**src/rtl/multi0arb2.sv**
```systemverilog
// rtl/multi0arb2.sv - round-robin two-requester sequencer for one multi0keep unit (option: MULTI0ARB2_TIMEOUT_EN)
module multi0arb2 #(
    parameter int TIMEOUT = 64
) (
    input  logic        clock,
    input  logic        reset,
    input  logic        req0_valid,
    output logic        req0_ready,
    input  logic [31:0] req0_data,
    input  logic        req1_valid,
    output logic        req1_ready,
    input  logic [31:0] req1_data,
    output logic        resp0_valid,
    input  logic        resp0_ready,
    output logic        resp1_valid,
    input  logic        resp1_ready,
    output logic [31:0] resp_data,
    output logic        resp_err,
    output logic        unit_start,
    output logic [31:0] unit_inp,
    input  logic        unit_done,
    input  logic [31:0] unit_out
);

    typedef enum logic [1:0] {IDLE, BUSY, RESP} state_t;

    state_t state;
    logic   ptr;
    logic   owner;
    logic   grant;
    logic   accept;
    logic   resp_fire;

    generate
        if (TIMEOUT < 1) begin : g_bad_timeout
            $error("multi0arb2: TIMEOUT must be at least 1");
        end
    endgenerate

    // The pointer only breaks ties; a lone valid requester always wins.
    always_comb begin
        grant = 1'b0;
        if (req0_valid && req1_valid)
            grant = ptr;
        else if (req1_valid)
            grant = 1'b1;
    end

    assign req0_ready = (state == IDLE) && req0_valid && !grant;
    assign req1_ready = (state == IDLE) && req1_valid && grant;
    assign accept     = req0_ready || req1_ready;
    assign resp_fire  = owner ? resp1_ready : resp0_ready;

`ifdef MULTI0ARB2_TIMEOUT_EN
    localparam int CW = $clog2(TIMEOUT + 1);
    logic [CW-1:0] cnt;
`else
    assign resp_err = 1'b0;
`endif

    always_ff @(posedge clock or posedge reset) begin
        if (reset) begin
            state       <= IDLE;
            ptr         <= 1'b0;
            owner       <= 1'b0;
            unit_start  <= 1'b0;
            unit_inp    <= '0;
            resp_data   <= '0;
            resp0_valid <= 1'b0;
            resp1_valid <= 1'b0;
`ifdef MULTI0ARB2_TIMEOUT_EN
            resp_err    <= 1'b0;
            cnt         <= '0;
`endif
        end else begin
            unit_start <= 1'b0;
            case (state)
                IDLE: begin
                    if (accept) begin
                        unit_inp   <= grant ? req1_data : req0_data;
                        owner      <= grant;
                        ptr        <= !grant;
                        unit_start <= 1'b1;
                        state      <= BUSY;
`ifdef MULTI0ARB2_TIMEOUT_EN
                        cnt        <= '0;
`endif
                    end
                end
                BUSY: begin
`ifdef MULTI0ARB2_TIMEOUT_EN
                    cnt <= cnt + 1'b1;
`endif
                    // unit_start is high exactly in the start cycle, where done is ignored.
                    if (!unit_start && unit_done) begin
                        resp_data   <= unit_out;
                        resp0_valid <= !owner;
                        resp1_valid <= owner;
                        state       <= RESP;
`ifdef MULTI0ARB2_TIMEOUT_EN
                        resp_err    <= 1'b0;
                    end else if (cnt == CW'(TIMEOUT)) begin
                        resp_data   <= '0;
                        resp_err    <= 1'b1;
                        resp0_valid <= !owner;
                        resp1_valid <= owner;
                        state       <= RESP;
`endif
                    end
                end
                RESP: begin
                    if (resp_fire) begin
                        resp0_valid <= 1'b0;
                        resp1_valid <= 1'b0;
                        state       <= IDLE;
                    end
                end
                default: state <= IDLE;
            endcase
        end
    end

endmodule

```
**config.mk**
```make
export PLATFORM = sky130hd
export DESIGN_NAME = multi0arb2
export DESIGN_NICKNAME = d
export VERILOG_FILES = /design/src/rtl/multi0arb2.sv
export SDC_FILE = /design/constraint.sdc
export NUM_CORES = 1
export LEC_CHECK = 0
export CAP_MARGIN = 20
export CORE_MARGIN = 3
export CORE_UTILIZATION = 41
export DETAILED_ROUTE_END_ITERATION = 12
export PLACE_DENSITY = 0.95
export SKIP_LAST_GASP = 1
export SLEW_MARGIN = 40
export SYNTH_ARGS = -nofsm -noshare
export SYNTH_HDL_FRONTEND = slang
export SYNTH_SLANG_ARGS = --single-unit
```
**constraint.sdc**
```tcl
create_clock -name clock -period 4.9 [get_ports clock]
set_clock_uncertainty 0.15 [all_clocks]
set_input_delay 0.98 -clock clock [delete_from_list [all_inputs] [get_ports clock]]
set_output_delay 0.98 -clock clock [all_outputs]
set_load 0.01 [all_outputs]
```
---- After elaboration in Yosys (flattened, before gate mapping) ----
Index checks and enable logic that the tools add are counted.
operators by class
  $add $sub $neg .......................... 0
  $mul .................................... 0
  divide/modulo/power cells ............... 0
  magnitude comparators ................... 0
  equal/unequal tests ..................... 5
  shift operators ......................... 0
  mux-type cells .......................... 15
  bitwise gates (word level) .............. 0
  reductions and logical operators ........ 16
operators by type and width
  kind                  count
  $mux W32              1
  $mux W1               8
  $logic_and A1 B1 Y1   6
  $mux W2               3
  $ne A2 B2 Y1 const B  3
  $pmux W2 S3           1
  $reduce_and A3 Y1     2
  $pmux W1 S2           2
  $reduce_and A2 Y1     2
  $logic_not A1 Y1      3
  $eq A2 B1 Y1 const B  1
  $eq A2 B2 Y1 const B  1
  $logic_not A2 Y1      1
  $reduce_bool A2 Y1    1
  $logic_or A1 B1 Y1    1
word-level totals
  flip-flop bits (word level) ............. 71
  bits in latches ......................... 0
  bits in writable memories ............... 0
  memory bits (read-only) ................. 0
  input port bits ......................... 103
  output and inout port bits .............. 70
  word-level logic and storage cells ...... 44
  memories kept ........................... 0

---- Logic depth before layout (Yosys ltp) ----
Gate-level depths: netlist of run 1.
  depth after elaboration ................. 7
  mapped depth ............................ 5
  mapped depth without buffers ............ 3

---- Worst setup path before layout of run 1 ----
Ideal clock, no wire load.
  path type ............................... input port to output port
  from .................................... in req0_valid
  to ...................................... out req0_ready
  arrival ................................. 1676 ps
  data required time ...................... 3770 ps
  path slack .............................. 2094 ps
  cell stages on the path ................. 3
  path buffers ............................ 1
  path through ............................ a21boi_1 -> clkbuf_1 -> and2_1
between the ends
  cells in the longest elaborated chain, start to end .. 4
  elaborated cells between the ends (all ways) .. 5
  those cells by class .................... mux (1); reduce/logical (4)
ends and longest elaborated chain
  item                   line  text
  start, declared        7     input logic req0_valid,
  $logic_and A1 B1 Y1    43    if (req0_valid && req1_valid)
  $mux W1                43
  $logic_not A1 Y1       49    assign req0_ready = (state == IDLE) && req0_valid && !grant;
  $logic_and A1 B1 Y1 *  49
  end, declared          8     output logic req0_ready,
Every way passes the cells marked *; elsewhere a longest branch is shown, timed or not.

---- Worst setup path in the final report of run 1 ----
Ends and elaborated chain as after synthesis.

==> impl_metrics.toml, run 1 <==
[drt]
drt_wl_total_mm = 8.35
drt-met1-wl_mm = 3.33
first_pass_iters = 4
routed.top_layer = "met4"
drc = 0
vias = 2768
wl_met3_um = 736
wl_met2_mm = 4.15
ant_nets = 0
via_per_inst = 5.07
wl_per_cell_um = 15.3
drtIter0Drc = 129

[timing]
fmax_ghz = 0.262
final.setup.tns_ns = 0
holdWs_ns = 0.325
setup_viol = 0
slew_violations = 0
worstMarginPinSlew_ns = 0.773
fin_crit_sh = 0.780
slew-limit-headroom = 0.484
fin_crit_ns = 3.82
hold_violations = 0
rsz0062_at_grt = "false"

[global_routing]
antenna_found_initial = 0
grt_max_degree = 59
grt_pass1_vias = 2879
grt_pass1_wl_mm = 13.9
grtUsageTotal = 0.211
grt.overflow.total = 0

[critical_path]
path_cells = "clkdlybuf4s50_1, a21boi_2, buf_4, and2_1, clkdlybuf4s50_1"
cpMostUsedCell = "clkdlybuf4s50_1"
crit_type = "in -> out"
end_kind = "output port"
critPathLaunchType = "primary input"
cp_max_fo = 33
rrSetupSlack_ns = 2.81
slowest_delay_ns = 0.55
cp.arrival_ns = 2.69
worstPathRequired_ns = 3.77
critPathSlowestCell = "clkdlybuf4s50_1"
cp_num_buf_inv = 3
cp_top_family = "buffers and inverters"

[job]
cap_viol_max_count = 0

[floorplanning]
die_h_um = 91.0
die_w_um = 91.0
initial_utilization = 0.429
ios = 173
core_area_sq_mm = 0.00691
dieArea_sq_mm = 0.00828
rows = 30

[clock_network]
cts_tree = "yes"
postCtsHoldBufs = 0
cts_htree_levels = 3
clk_pin_slew_ns = 0.07
clkSinkCount = 71
cts.path.max_buffers = 2
clk_latency_ns = 0.32
cts_buffers = 9
root_buffer = "clkbuf_8"
cts_setup_buffers = 0
cts-resized-gates = 0

[synthesis]
synth_warnings = 0
ys_seq_area_frac = 0.600
netlist_area_sq_mm = 0.00296
yosysTopAreaCell = "dfrtp_1"
avgSynthCellArea_sq_um = 10.6
ys_ff_latch = 71
syn_nets = 382
ys_top_cells_by_area = "dfrtp_1, nand2_1, a221o_1, and3_1, buf_6"
synth.distinct_cells = 28
synth_top_area_share = 0.600
synth_cells = 279

[placed_design]
dp_cells = 530
io_buffers = 171
gp_congestion = 0.809
placed_cell_area_sq_mm = 0.00472
hpwl_mm = 6.33

[hold_path]
min_path_type = "reg -> reg"

[pwr]
ir_worst_vdd_uv = 370
power.density_mw_per_mm2 = 605
p_leak_uw = 0.00235

[finish]
fin_cells = 546
final_nets = 548
antenna_cells = 0
design_area_sq_mm = 0.00497
drive_above_1_share = 0.0644
syn_to_final_growth_pct = 67.9

[outcome]
status = "complete, no violations"
-- stage by stage --
stage	util	worst slack [ns]	power (uW)
2_1_floorplan	-	1.97	1710
3_3_place_gp	0.683	1.15	2400
3_5_place_dp	0.683	1.09	2460
4_1_cts	0.720	1.09	3050
5_1_grt	0.720	0.986	3210
6_report	0.720	1.08	3010
-- cell type report --
cell class / count / area, sq um
timing repair buffer: 177 / 1760
inverter: 3 / 13.8
clock inverter: 5 / 104
sequential: 71 / 1780
fill: 497 / 1930
tap: 96 / 120
clock buffer: 11 / 151
multi-input combinational: 183 / 1050
-- report_power, final --
| group | switching [uW] | leakage [uW] | total (uW) | internal (uW) |
|---|---|---|---|---|
| clock network | 204 | 0.000130 | 570 | 366 |
| registers | 177 | 0.000882 | 1040 | 868 |
| logic | 606 | 0.00133 | 1400 | 790 |
-- placed cells by master (no fill, tap or decap), drive strengths merged --
master         count
conb               1
nor2               2
buf                6
a22oi              1
nand4b             1
o21ai              2
a21boi             1
and2               1
nand3b             1
dfrtp             71
nand4bb            1
nor2b              1
clkdlybuf4s50    171
a21o               2
nand2             96
o31ai              1
inv                3
mux2i              1
clkinv             2
a21oi              2
a31o               2
a221o             32
nand2b             1
bufinv             3
and4bb             1
and3              33
clkbuf            11
-- layer usage --
| metal | track usage | vias up |
|---|---|---|
| met5 | 0 | - |
| met4 | 0.0829 | 0 |
| met3 | 0.0613 | 13 |
| met2 | 0.360 | 147 |
| met1 | 0.249 | 1304 |
| li1 | - | 1304 |
-- cell usage after synthesis --
cell and number:
nor2_1 1, o21ai_0 1, nand4bb_1 1, nand3b_1 1, conb_1 1, o21ai_2 1
nand2b_1 1, a21boi_1 1, and4bb_2 1, mux2i_1 1, a31o_2 2, buf_6 4
clkbuf_1 9, buf_2 8, nor2b_1 1, a21o_1 2, o31ai_1 1, buf_4 1
a22oi_1 1, nand2_1 96, nand4b_1 1, a221o_1 32, and2_1 1, and3_1 33
inv_1 3, dfrtp_1 71, nor2_2 1, a21oi_1 2
-- worst paths after layout --
| check | from | to | depth (start not counted) |
|---|---|---|---|
| max in group asynchronous | reset | unit_inp[28]$_DFFE_PP0P_ | 3 |
| worst min register to register | resp_data[4]$_DFFE_PP0P_ | resp_data[4]$_DFFE_PP0P_ | 2 |
| worst max-delay path | req0_valid | req0_ready | 5 |
| worst min-delay path | resp_data[4]$_DFFE_PP0P_ | resp_data[4]$_DFFE_PP0P_ | 2 |
| worst max register to register | state[1]$_DFFE_PP0P_ | unit_inp[16]$_DFFE_PP0P_ | 5 |
| min in group asynchronous | reset | resp_data[1]$_DFFE_PP0P_ | 2 |
-- cell families (layout without fill, tap and decap cells) --
group,after synthesis,count (layout),share of synthesized area
buffers and inverters,25,196,0.0465
AOI/OAI and AO/OA,43,43,0.135
other,1,1,0.00127
muxes,1,1,0.00338
and+or+nand+nor,138,138,0.215
DFF,71,71,0.600
-- registers in the layout (all words and copies together), names as in the netlist --
register	cells
resp1_valid	1
unit_inp	32
state	2
resp_data	32
unit_start	1
owner	1
ptr	1
resp0_valid	1
-- worst register-to-register path: cells and delay by family, from the launching register on --
family	cells	cell delay, ns
AO/OA/AOI/OAI	2	0.67
AND/OR/NAND/NOR	1	0.12
buffers and inverters	2	0.58
flip-flops	1	0.46
Power figures use the tool's default switching activity.
==> run 2, diff against run 1 <==
--- a/config.mk
+++ b/config.mk
@@ -7,9 +7,9 @@
 export LEC_CHECK = 0
 export CAP_MARGIN = 20
 export CORE_MARGIN = 3
-export CORE_UTILIZATION = 41
+export CORE_UTILIZATION = 34
 export DETAILED_ROUTE_END_ITERATION = 12
-export PLACE_DENSITY = 0.95
+export PLACE_DENSITY = 0.86
 export SKIP_LAST_GASP = 1
 export SLEW_MARGIN = 40
 export SYNTH_ARGS = -nofsm -noshare
==> constraint.sdc (replaced) <==
create_clock -name clock -period 3.3 [get_ports clock]
set_clock_uncertainty 0.15 [all_clocks]
set_input_delay 0.66 -clock clock [delete_from_list [all_inputs] [get_ports clock]]
set_output_delay 0.66 -clock clock [all_outputs]
set_load 0.01 [all_outputs]
==> run 2 against run 1 <==
- routed wire length fell by 1.3%
- via count is 3.0% lower
- first-iteration DRC count decreased by 42%
- clock-buffer cell count rose by 2
- global-route usage is 4.4 points lower
- flip-flop and latch count stayed put
- cell count is 1.8% higher
- total power increased by 45%
- largest cell class unchanged
- highest routed layer unchanged
==> impl_metrics.toml, run 2 (same netlist as run 1, synthesis figures left out) <==
[drt]
drc = 0
wl_per_cell_um = 14.8
drt_wl_total_mm = 8.25
vias = 2685
ant_nets = 0
via_per_inst = 4.83
first_pass_iters = 4
drtIter0Drc = 75

[clock_network]
cts_tree = "yes"
cts_buffers = 9
clk_pin_slew_ns = 0.06
cts_setup_buffers = 0
cts.path.max_buffers = 2
postCtsHoldBufs = 0
cts-resized-gates = 0
clk_latency_ns = 0.32
clkSinkCount = 71
root_buffer = "clkbuf_8"
cts_htree_levels = 3

[timing]
slew-limit-headroom = 0.534
final.setup.tns_ns = 0
slew_violations = 0
rsz0062_at_grt = "false"
worstMarginPinSlew_ns = 0.699
fin_crit_ns = 2.91
setup_viol = 0
fin_crit_sh = 0.882
fmax_ghz = 0.343
hold_violations = 0

[critical_path]
end_kind = "output port"
crit_start = "req0_valid"
reg2reg_from = "state[1]$_DFFE_PP0P_"
crit_type = "in -> out"
cp.arrival_ns = 2.10
reg2reg_to = "unit_inp[11]$_DFFE_PP0P_"
worst-r2r-cell-count = 5
critPathLaunchType = "primary input"
worstPathRequired_ns = 2.49
cp_max_fo = 3
crit_end = "req0_ready"
rrSetupSlack_ns = 1.23

[placed_design]
placed_cell_area_sq_mm = 0.00473
hpwl_mm = 6.32
io_buffers = 171
gp_congestion = 0.784
dp_cells = 540

[floorplanning]
die_h_um = 99.4
initial_utilization = 0.355
core_area_sq_mm = 0.00834
die_w_um = 99.4
rows = 33
ios = 173
dieArea_sq_mm = 0.00987

[finish]
syn_to_final_growth_pct = 67.3
final_cell_mix = "clkdlybuf4s50_1, nand2_1, dfrtp_1"
fin_cells = 556
final_common_cell = "clkdlybuf4s50_1"
multiInputGateArea_sq_mm = 0.00105
antenna_cells = 0
reg_top3 = "resp_data: 32 flops, unit_inp: 32 flops, state: 2 flops"
fillCellCount = 723
design_area_sq_mm = 0.00496
drive_above_1_share = 0.0599
final_nets = 549
register_area_sq_mm = 0.00178

[global_routing]
grt.overflow.total = 0
grt_pass1_wl_mm = 13.2
antenna_found_initial = 0
grt_max_degree = 37
grtUsageTotal = 0.166
grt_pass1_vias = 2747

[job]
cap_viol_max_count = 0

[pwr]
ir_worst_vdd_uv = 371
p_leak_uw = 0.00233
finalPower_uw = 4370
power.density_mw_per_mm2 = 882

[hold_path]
min_path_type = "reg -> reg"

[outcome]
status = "complete, no violations"
==> run 2: cell count changes in the layout (fill, tap and decap cells not counted), sizes merged <==
cell / before / now
clkbuf: 11 / 13
buf: 6 / 7
bufinv: 3 / 2
clkinv: 2 / 1
==> run 2: area by class of cell <==
| class | instances | share of cell area |
|---|---|---|
| inverter | 3 | 0.00227 |
| tap | 105 | 0.0265 |
| timing repair buffer | 178 | 0.356 |
| multi-input combinational | 183 | 0.212 |
| clock inverter | 3 | 0.0131 |
| sequential | 71 | 0.358 |
| clock buffer | 13 | 0.0321 |
==> run 2: stage by stage <==
stage | utilization | hold WS [ns] | worst slack [ns]
after floorplan | - | 0.313 | 0.693
after global placement | 0.567 | 0.307 | 0.430
after detailed placement | 0.567 | 0.312 | 0.385
after CTS | 0.594 | 0.329 | 0.387
after global routing | 0.594 | 0.346 | 0.319
final | 0.594 | 0.326 | 0.389
==> run 2: metal layers <==
layer	vias to the layer above	track usage	routed length, um
met1	1242	0.189	3310
met5	-	0	0
met3	12	0.0589	708
met4	0	0.0630	140
met2	124	0.286	4090
li1	1307	-	-
==> run 2: worst min-delay path by stage <==
stage	startpoint	endpoint	slack [ns]	depth (start not counted)
final	resp_data[8]$_DFFE_PP0P_	resp_data[8]$_DFFE_PP0P_	0.33	2
after global routing	resp_data[13]$_DFFE_PP0P_	resp_data[13]$_DFFE_PP0P_	0.35	2
after CTS	resp_data[28]$_DFFE_PP0P_	resp_data[28]$_DFFE_PP0P_	0.33	2
after detailed placement	resp_data[5]$_DFFE_PP0P_	resp_data[5]$_DFFE_PP0P_	0.31	2
after global placement	resp_data[6]$_DFFE_PP0P_	resp_data[6]$_DFFE_PP0P_	0.31	2
after floorplan	ptr$_DFFE_PP0P_	ptr$_DFFE_PP0P_	0.31	1
==> run 2: power by group <==
| part | internal, uW | switching [uW] | total [uW] |
|---|---|---|---|
| Clock | 467 | 289 | 756 |
| Combinational | 1170 | 901 | 2080 |
| Sequential | 1290 | 250 | 1540 |
==> run 2: worst max-delay path, stage by stage <==
cell and delay [ns]:
clkdlybuf4s50_1 0.51, a21boi_1 0.21, and2_1 0.17, clkdlybuf4s50_1 0.55
